**src/rtl/booth_pkg.sv**
```systemverilog
// Shared types and helpers for the radix-16 Booth decode/accumulate datapath.
// Holds the controller state encoding, select bit positions and digit legality rule.
package booth_pkg;

    typedef enum logic [1:0] {
        IDLE    = 2'd0,
        PRECOMP = 2'd1,
        ACCUM   = 2'd2,
        DONE    = 2'd3
    } state_t;

    localparam int SEL_1X  = 0;
    localparam int SEL_3X  = 1;
    localparam int SEL_5X  = 2;
    localparam int SEL_7X  = 3;

    localparam int SHIFT_0 = 0;
    localparam int SHIFT_1 = 1;
    localparam int SHIFT_2 = 2;
    localparam int SHIFT_3 = 3;

    // A nonzero digit is legal only when its magnitude (multiple << shift) stays within 8.
    function automatic logic is_legal_digit(input logic [3:0] boothSel, input logic [3:0] shiftSel);
        logic legal;
        legal = 1'b0;
        case (boothSel)
            4'b0000: legal = 1'b1;
            4'b0001: legal = (shiftSel == 4'b0001) || (shiftSel == 4'b0010) ||
                             (shiftSel == 4'b0100) || (shiftSel == 4'b1000);
            4'b0010: legal = (shiftSel == 4'b0001) || (shiftSel == 4'b0010);
            4'b0100: legal = (shiftSel == 4'b0001);
            4'b1000: legal = (shiftSel == 4'b0001);
            default: legal = 1'b0;
        endcase
        return legal;
    endfunction

endpackage

```
**src/rtl/booth_pp_gen.sv**
```systemverilog
// Rebuilds one signed partial product from a Booth digit triplet and the
// precomputed odd multiples; illegal digits collapse to zero and raise a flag.
module booth_pp_gen
    import booth_pkg::*;
#(
    parameter int WIDTH = 8
) (
    input  logic [WIDTH+3:0]   multX,
    input  logic [WIDTH+3:0]   mult3X,
    input  logic [WIDTH+3:0]   mult5X,
    input  logic [WIDTH+3:0]   mult7X,
    input  logic               negative,
    input  logic [3:0]         boothSel,
    input  logic [3:0]         shiftSel,
    output logic [2*WIDTH-1:0] pp,
    output logic               illegal
);

    localparam int MW = WIDTH + 4;
    localparam int PW = 2 * WIDTH;

    logic [MW-1:0] multSel_s;
    logic [MW-1:0] shifted_s;
    logic [PW-1:0] ext_s;
    logic          legal_s;

    // Select multiple, apply shift, sign-extend and conditionally negate.
    always_comb begin
        legal_s   = is_legal_digit(boothSel, shiftSel);
        illegal   = ~legal_s;
        multSel_s = {MW{1'b0}};
        shifted_s = {MW{1'b0}};
        if (legal_s) begin
            case (1'b1)
                boothSel[SEL_1X]: multSel_s = multX;
                boothSel[SEL_3X]: multSel_s = mult3X;
                boothSel[SEL_5X]: multSel_s = mult5X;
                boothSel[SEL_7X]: multSel_s = mult7X;
                default:          multSel_s = {MW{1'b0}};
            endcase
        end else begin
            multSel_s = {MW{1'b0}};
        end
        // Legal shifts never push a magnitude past 8X, so MW bits hold every result.
        case (1'b1)
            shiftSel[SHIFT_0]: shifted_s = multSel_s;
            shiftSel[SHIFT_1]: shifted_s = multSel_s << 1;
            shiftSel[SHIFT_2]: shifted_s = multSel_s << 2;
            shiftSel[SHIFT_3]: shifted_s = multSel_s << 3;
            default:           shifted_s = {MW{1'b0}};
        endcase
        ext_s = {{(PW-MW){shifted_s[MW-1]}}, shifted_s};
        if (negative) begin
            pp = ~ext_s + {{(PW-1){1'b0}}, 1'b1};
        end else begin
            pp = ext_s;
        end
    end

endmodule

```
**src/rtl/booth_decode_accum.sv**
```systemverilog
// Sequential radix-16 Booth decoder/accumulator: precomputes odd multiples,
// accumulates one weighted partial product per digit, and hands off the product.
module booth_decode_accum
    import booth_pkg::*;
#(
    parameter int WIDTH      = 8,
    parameter int NUM_DIGITS = 2
) (
    input  logic               iClk,
    input  logic               iRst,
    input  logic               iStart,
    input  logic [WIDTH-1:0]   iMcand,
    output logic               oBusy,
    input  logic               iDigValid,
    output logic               oDigReady,
    input  logic               iNegative,
    input  logic [3:0]         iBoothSel,
    input  logic [3:0]         iShiftSel,
    output logic               oValid,
    input  logic               iReady,
    output logic [2*WIDTH-1:0] oProduct,
    output logic               oErr
);

    localparam int MW = WIDTH + 4;
    localparam int PW = 2 * WIDTH;
    localparam int CW = (NUM_DIGITS > 1) ? $clog2(NUM_DIGITS) : 1;
    localparam logic [CW-1:0] LAST_DIGIT = CW'(NUM_DIGITS - 1);

    state_t        state_r, stateNext_s;
    logic [MW-1:0] multX_r, mult3X_r, mult5X_r, mult7X_r;
    logic [CW-1:0] digitCnt_r;
    logic [PW-1:0] accum_r;
    logic [PW-1:0] pp_s;
    logic          illegal_s;
    logic          digAccept_s;
    logic          startAccept_s;
    logic          busy_r, digReady_r, valid_r, err_r;

    assign digAccept_s   = iDigValid & digReady_r;
    assign startAccept_s = (state_r == IDLE) & iStart;

    booth_pp_gen #(.WIDTH(WIDTH)) ppGen (
        .multX    (multX_r),
        .mult3X   (mult3X_r),
        .mult5X   (mult5X_r),
        .mult7X   (mult7X_r),
        .negative (iNegative),
        .boothSel (iBoothSel),
        .shiftSel (iShiftSel),
        .pp       (pp_s),
        .illegal  (illegal_s)
    );

    // Next-state logic for the operation controller.
    always_comb begin
        stateNext_s = state_r;
        case (state_r)
            IDLE:    if (iStart) stateNext_s = PRECOMP; else stateNext_s = IDLE;
            PRECOMP: stateNext_s = ACCUM;
            ACCUM:   if (digAccept_s && (digitCnt_r == LAST_DIGIT)) stateNext_s = DONE;
                     else stateNext_s = ACCUM;
            DONE:    if (iReady) stateNext_s = IDLE; else stateNext_s = DONE;
            default: stateNext_s = IDLE;
        endcase
    end

    // State register.
    always_ff @(posedge iClk) begin
        if (iRst) begin
            state_r <= IDLE;
        end else begin
            state_r <= stateNext_s;
        end
    end

    // Multiplicand latch and odd-multiple precompute.
    always_ff @(posedge iClk) begin
        if (iRst) begin
            multX_r  <= {MW{1'b0}};
            mult3X_r <= {MW{1'b0}};
            mult5X_r <= {MW{1'b0}};
            mult7X_r <= {MW{1'b0}};
        end else if (startAccept_s) begin
            multX_r  <= {{(MW-WIDTH){iMcand[WIDTH-1]}}, iMcand};
        end else if (state_r == PRECOMP) begin
            mult3X_r <= multX_r + (multX_r << 1);
            mult5X_r <= multX_r + (multX_r << 2);
            mult7X_r <= (multX_r << 3) - multX_r;
        end else begin
            multX_r  <= multX_r;
        end
    end

    // Accumulator and digit counter; each digit k is weighted by 16^k.
    always_ff @(posedge iClk) begin
        if (iRst) begin
            accum_r    <= {PW{1'b0}};
            digitCnt_r <= {CW{1'b0}};
        end else if (startAccept_s) begin
            accum_r    <= {PW{1'b0}};
            digitCnt_r <= {CW{1'b0}};
        end else if (digAccept_s) begin
            accum_r    <= accum_r + (pp_s << {digitCnt_r, 2'b00});
            digitCnt_r <= digitCnt_r + CW'(1);
        end else begin
            accum_r    <= accum_r;
        end
    end

    // Registered status flags, decoded from the upcoming state.
    always_ff @(posedge iClk) begin
        if (iRst) begin
            busy_r     <= 1'b0;
            digReady_r <= 1'b0;
            valid_r    <= 1'b0;
            err_r      <= 1'b0;
        end else begin
            busy_r     <= (stateNext_s != IDLE);
            digReady_r <= (stateNext_s == ACCUM);
            valid_r    <= (stateNext_s == DONE);
            err_r      <= digAccept_s & illegal_s;
        end
    end

    assign oBusy     = busy_r;
    assign oDigReady = digReady_r;
    assign oValid    = valid_r;
    assign oErr      = err_r;
    assign oProduct  = accum_r;

endmodule

```
**config.mk**
```make
export PLATFORM = sky130hd
export DESIGN_NAME = booth_decode_accum
export DESIGN_NICKNAME = d
export VERILOG_FILES = /design/src/rtl/booth_pkg.sv /design/src/rtl/booth_pp_gen.sv /design/src/rtl/booth_decode_accum.sv
export SDC_FILE = /design/constraint.sdc
export NUM_CORES = 1
export LEC_CHECK = 0
export CELL_PAD_IN_SITES_DETAIL_PLACEMENT = 1
export CELL_PAD_IN_SITES_GLOBAL_PLACEMENT = 2
export CORE_ASPECT_RATIO = 0.8
export CORE_UTILIZATION = 34
export CTS_CLUSTER_SIZE = 10
export DETAILED_ROUTE_END_ITERATION = 12
export HOLD_SLACK_MARGIN = 0.1
export PLACE_DENSITY = 0.82
export SYNTH_ARGS = -nofsm -noshare
export SYNTH_HDL_FRONTEND = slang
export SYNTH_SLANG_ARGS = --single-unit
```
**constraint.sdc**
```tcl
create_clock -name iClk -period 6.9 [get_ports iClk]
set_input_delay 0.69 -clock iClk [delete_from_list [all_inputs] [get_ports iClk]]
set_output_delay 0.69 -clock iClk [all_outputs]
set_load 0.01 [all_outputs]
```
---- Yosys cells after proc, flatten, opt, wreduce, memory -nomap -nowiden ----
Cells that the tools add are included.
word-level totals
  bits in registers ....................... 67
  input port bits ......................... 22
  output and inout port bits .............. 20
  logic and storage cells ................. 62
operators by class
  add/sub/neg operators ................... 6
  eq/ne operators ......................... 13
  shift-type cells ........................ 1
  mux-type cells .......................... 15
  bitwise operators ....................... 6
  reduce and logical (&&, ||, !) cells .... 10
operator list
  cell                   count
  $mux 12                9
  $add 16x1->16 const B  1
  $add 16x16->16         1
  $mux 16                1
  $not 16->16            1
  $shl 16x3->16          1
  $sub 11x8->12          1
  $add 8x10->11          1
  $add 8x9->10           1
  $eq 2x2->1 const B     4
  $eq 4x1->1 const B     2
  $eq 4x2->1 const B     2
  $eq 4x3->1 const B     2
  $eq 4x4->1 const B     2
  $pmux 2 s4             1
  $logic_not 4->1        1
  $pmux 1 s4             1
  $reduce_or 2->1        2
  $and 1x1->1            3
  $logic_or 1x1->1       3
  $eq 2x1->1 const B     1
  $logic_not 2->1        1
  $mux 1                 2
  $mux 2                 1
  other kinds (5)        6

---- Longest topological paths before layout ----
  depth after elaboration ................. 15
  mapped depth ............................ 23
  depth with buffers taken out ............ 21

---- Hierarchy ----
A second synthesis with hierarchy kept.
second synthesis, totals
  cells, all modules ...................... 637
  area, all modules ....................... 5102.4 um2
modules (own cells, without submodules)
  module              times used  cells each  area each (um2)  sequential area each (um2)
  booth_decode_accum  1           464         3823.7           1201.2
  booth_pp_gen        1           173         1278.7           0.0

---- Worst setup path before layout ----
Ideal clock, no wire load.
  path type ............................... input port to flip-flop
  start point ............................. input iBoothSel[1]
  end point ............................... register accum_r[15] (netlist: oProduct[15])
  library setup time ...................... 0.123 ns
  data arrival time ....................... 5.211 ns
  data required time ...................... 6.777 ns
  slack ................................... 1.565 ns
  stages on the path ...................... 23
  buffers on the path ..................... 2
  cells stage by stage .................... or2_1 -> clkbuf_1 -> a211oi_1 -> o32ai_1 -> nor2_1 -> clkbuf_1 -> nand4_1 -> ha_1 -> nand2_1 -> o21ai_0 -> nand2b_1 -> inv_1 -> ha_1 -> a21o_1 -> a211oi_1 -> nor2_1 -> o41ai_1 -> o21ai_1 -> or4b_1 -> a41oi_1 -> o21ai_0 -> a21oi_1 -> mux2_1
between the ends
  cells in the longest elaborated chain, start to end .. 13
  elaborated cells on any way between the ends .. 19
  those cells by class .................... add/sub (2); eq/ne (4); shift (1); mux (9); bitwise (1); reduce/logical (2)
ends and longest elaborated chain
  item                                      line                       RTL
  start, declared                           booth_decode_accum.sv:17   input logic [3:0] iBoothSel,
  $eq 4x3->1 or $eq 4x4->1 (tied branches)  booth_pkg.sv:26            case (boothSel)
  $reduce_or 2->1 (no source line)          --
  $pmux 1 s4                                booth_pkg.sv:26
  $mux 12 (*)                               booth_pp_gen.sv:33         if (legal_s) begin
  $mux 12 (3 in a row)                      booth_pp_gen.sv:45         case (1'b1)
  $mux 12 (*)                               booth_pp_gen.sv:45
  $not 16->16                               booth_pp_gen.sv:54         pp = ~ext_s + {{(PW-1){1'b0}}, 1'b1};
  $add 16x1->16                             booth_pp_gen.sv:54
  $mux 16 (*)                               booth_pp_gen.sv:53         if (negative) begin
  $shl 16x3->16 (*)                         booth_decode_accum.sv:104  accum_r <= accum_r + (pp_s << {digitCnt_r, 2'b00});
  $add 16x16->16 (*)                        booth_decode_accum.sv:104
  end signal, assigned                      booth_decode_accum.sv:101  accum_r <= {PW{1'b0}};
  end signal, assigned                      booth_decode_accum.sv:104
  end signal, assigned                      booth_decode_accum.sv:107  accum_r <= accum_r;
  end, declared                             booth_decode_accum.sv:33   logic [PW-1:0] accum_r;
Every way passes the cells marked *; elsewhere a longest branch is shown, timed or not.
A chain may end at the register's enable or synchronous reset.

---- Worst setup path in the final report ----
Ends and elaborated chain as after synthesis.

==> run_results.csv <==
group,metric,value,unit
detailed_routing,vias,4563,
detailed_routing,ant_nets,0,
floorplanning,die_width,133,µm
sta,hold_viol_final,0,
floorplanning,die_area,14300,µm²
sta,final-setup-viol-count,0,
global_routing,grt_use_total,21.4,%
final_layout,fillers,1617,
sta,worst_pin_slew,1230,ps
critical_path,worstReg2RegEnd,"oProduct[15]",
worst_hold_path,hold_path.class,"register to register",
synthesis,synth-edff-count,0,
sta,timing.final.crit_share,91.1,%
placed_design,dp_hpwl,10.9,mm
critical_path,worstPathMaxFanout,14,
synthesis,syn-num-nets,697,
sta,finClkSkew,7.94,ps
sta,maxSlewHeadroom,17.6,%
synthesis,syn_area,4690,µm²
sta,fin_tns_setup,0,ps
detailed_routing,wl_per_cell,17.0,µm
critical_path,timing.rr.start,"multX_r[1]",
worst_hold_path,min_from,"mult7X_r[7]",
clocking,clock_path_buffers,2,
placed_design,finalWeightedCongestion,0.885,
sta,setup_slack,611,ps
detailed_routing,dr.pass1.iters,4,
synthesis,ys_ff_latch,60,
power_and_ir_drop,vdd_drop_max,0.134,mV
sta,final-max-slew-violation-count,0,
final_layout,drive_above_1_share,5.42,%
synthesis,yosys_warnings,0,
synthesis,syn_avg_cell_area,7.41,µm²
final_layout,fin_nets,724,
clocking,cts.sinks,60,
global_routing,grt_overflow_total,0,
critical_path,critPathLaunchType,"input pin",
critical_path,worstRegToRegCells,22,
critical_path,worstPathRequired,7120,ps
placed_design,dp_slack,341,ps
synthesis,synth-seq-area-share,25.6,%
final_layout,multi_input_area,3240,µm²
critical_path,reg2reg_setup_slack,1580,ps
critical_path,crit_arrival,6510,ps
status,status,"complete, no violations",
clocking,cts_root_buf,"clkbuf_16",
detailed_routing,drt-total-wl,14.3,mm
sta,rsz0062_at_grt,"no",
clocking,h-tree-depth,3,
detailed_routing,drt_iter0_markers,253,
worst_hold_path,hold_depth,2,
clocking,cts_setup_buffers,0,
run,drv_cap,0,
detailed_routing,via_per_inst,5.44,
clocking,cts-resized-gates,0,
global_routing,grt_pass1_wl,24.0,mm
final_layout,antenna_cells_inserted,0,
floorplanning,core_area,13100,µm²
final_layout,layout_commonest_cell,"nand2_1",
floorplanning,dieHeight,107,µm
synthesis,synth_ff_type,"dfxtp_1",
synthesis,async_flop_share,0,%
synthesis,yosysUniqueCellTypes,64,
clocking,path_clk_slew,60,ps
clocking,cts_tree,"yes",
clocking,clk_latency,340,ps
critical_path,cp-end-kind,"register",
floorplanning,io_pins,42,
power_and_ir_drop,leakage,0.00224,µW
clocking,ctsHoldBuffers,0,
clocking,numCtsBuffers,9,
synthesis,syn_inst,632,
global_routing,antenna_found_initial,0,
global_routing,grt_pass1_vias,4660,
sta,hold_slack,457,ps
floorplanning,start_util,35.6,%
floorplanning,rows,37,
final_layout,area_delta_synth_final,19.3,%
power_and_ir_drop,p_per_area,204,nW/µm²
worst_hold_path,hold-path-endpoint,"mult7X_r[7]",
final_layout,layout_common_cells,"nand2_1 (104), a21oi_1 (65), dfxtp_1 (60)",
placed_design,io_buffer_count,41,
critical_path,crit_type,"input pin to register",
detailed_routing,drc,0,
final_layout,ff_latch_area,1200,µm²
sta,max_freq,159,MHz
global_routing,grt_max_degree,42,
sta,period_needed,6290,ps
==> metrics by stage <==
step	power (µW)	util (%)	instances	cell area, µm²
after floorplan	544	-	632	4690
after global placement	607	39.9	823	5250
after detailed placement	615	39.9	823	5250
after CTS	1150	42.5	839	5590
after global routing	1190	42.5	839	5590
final	1140	42.5	839	5590
==> logic make-up (layout without fill, tap and decap cells) <==
| kind of cell | Yosys count | after routing | share of synthesized area [%] |
|---|---|---|---|
| AO/OA/AOI/OAI | 172 | 172 | 23.3 |
| flip-flops | 60 | 60 | 25.6 |
| multiplexers | 12 | 12 | 2.75 |
| XOR/XNOR | 32 | 32 | 5.98 |
| AND/OR/NAND/NOR | 251 | 251 | 25.0 |
| adder cells (fa/ha/maj) | 43 | 43 | 12.0 |
| buffers and inverters | 62 | 94 | 5.34 |
==> area by class of cell <==
type,instances,share of cell area [%]
clock buffers,10,4.10
clock inverters,6,1.99
inverters,26,1.75
multi-input cells,510,57.9
flip-flops and latches,60,21.5
well taps,175,3.92
repair buffers,52,8.82
==> cell usage after synthesis, drive strengths merged, types with 6 or more instances <==
cell type,n,share of area (%)
o31ai,6,0.96
a21oi,66,7.1
clkbuf,31,2.5
nand2,104,8.3
a21o,14,2.2
xnor2,17,3.2
nor2b,15,2.0
a221oi,9,1.8
o21ai,35,3.7
nor2,57,4.6
dfxtp,60,26
a211oi,13,2.1
inv,26,2.1
nand2b,16,2.1
xor2,15,2.8
nor3,13,1.4
ha,40,11
nand3,12,1.4
mux2,7,1.7
==> sequential cells by signal, indices dropped and copies added (netlist names) <==
| register | count |
|---|---|
| oProduct | 16 |
| mult3X_r | 10 |
| mult7X_r | 10 |
| mult5X_r | 9 |
| multX_r | 8 |
| state_r | 2 |
| digitCnt_r | 1 |
| oBusy | 1 |
| oDigReady | 1 |
| oErr | 1 |
| oValid | 1 |
==> worst max-delay path: stages <==
cell and delay (ps):
clkdlybuf4s50_1 640, or2_1 440, a211oi_1 250, o32ai_1 170
nor2_1 340, nand4_1 330, ha_1 390, nand2_1 60
o21ai_0 140, nand2b_1 170, inv_1 60, ha_1 260
a21o_1 190, a211oi_1 230, nor2_1 100, o41ai_1 300
buf_4 190, o21ai_1 90, or4b_1 530, a41oi_1 290
o21ai_0 130, a21oi_1 180, mux2_1 330
==> power breakdown <==
part	leakage, µW	internal, µW	switching (µW)
clock	0.000163	353	177
sequential	0.000488	364	17.9
combinational	0.00159	95.3	133
==> routing by layer <==
metal  vias up  GRT usage (%)  share of wire (%)
met1      2205           30.1                 53
met4         0           4.63               0.76
met3        10           4.96                3.7
met2        66           32.9                 43
li1       2282              -                  -
met5         -              0                  0
==> how the worst max path moves through the flow <==
stage	slack, ps	depth (start not counted)	startpoint	end
2_1_floorplan	1570	23	iBoothSel[1]	oProduct[15]
3_3_place_gp	390	23	iBoothSel[1]	oProduct[15]
3_5_place_dp	340	23	iBoothSel[1]	oProduct[15]
4_1_cts	660	23	iBoothSel[1]	oProduct[15]
5_1_grt	210	23	iBoothSel[1]	oProduct[15]
6_report	610	23	iBoothSel[1]	oProduct[15]
Power figures use the tool's default switching activity.
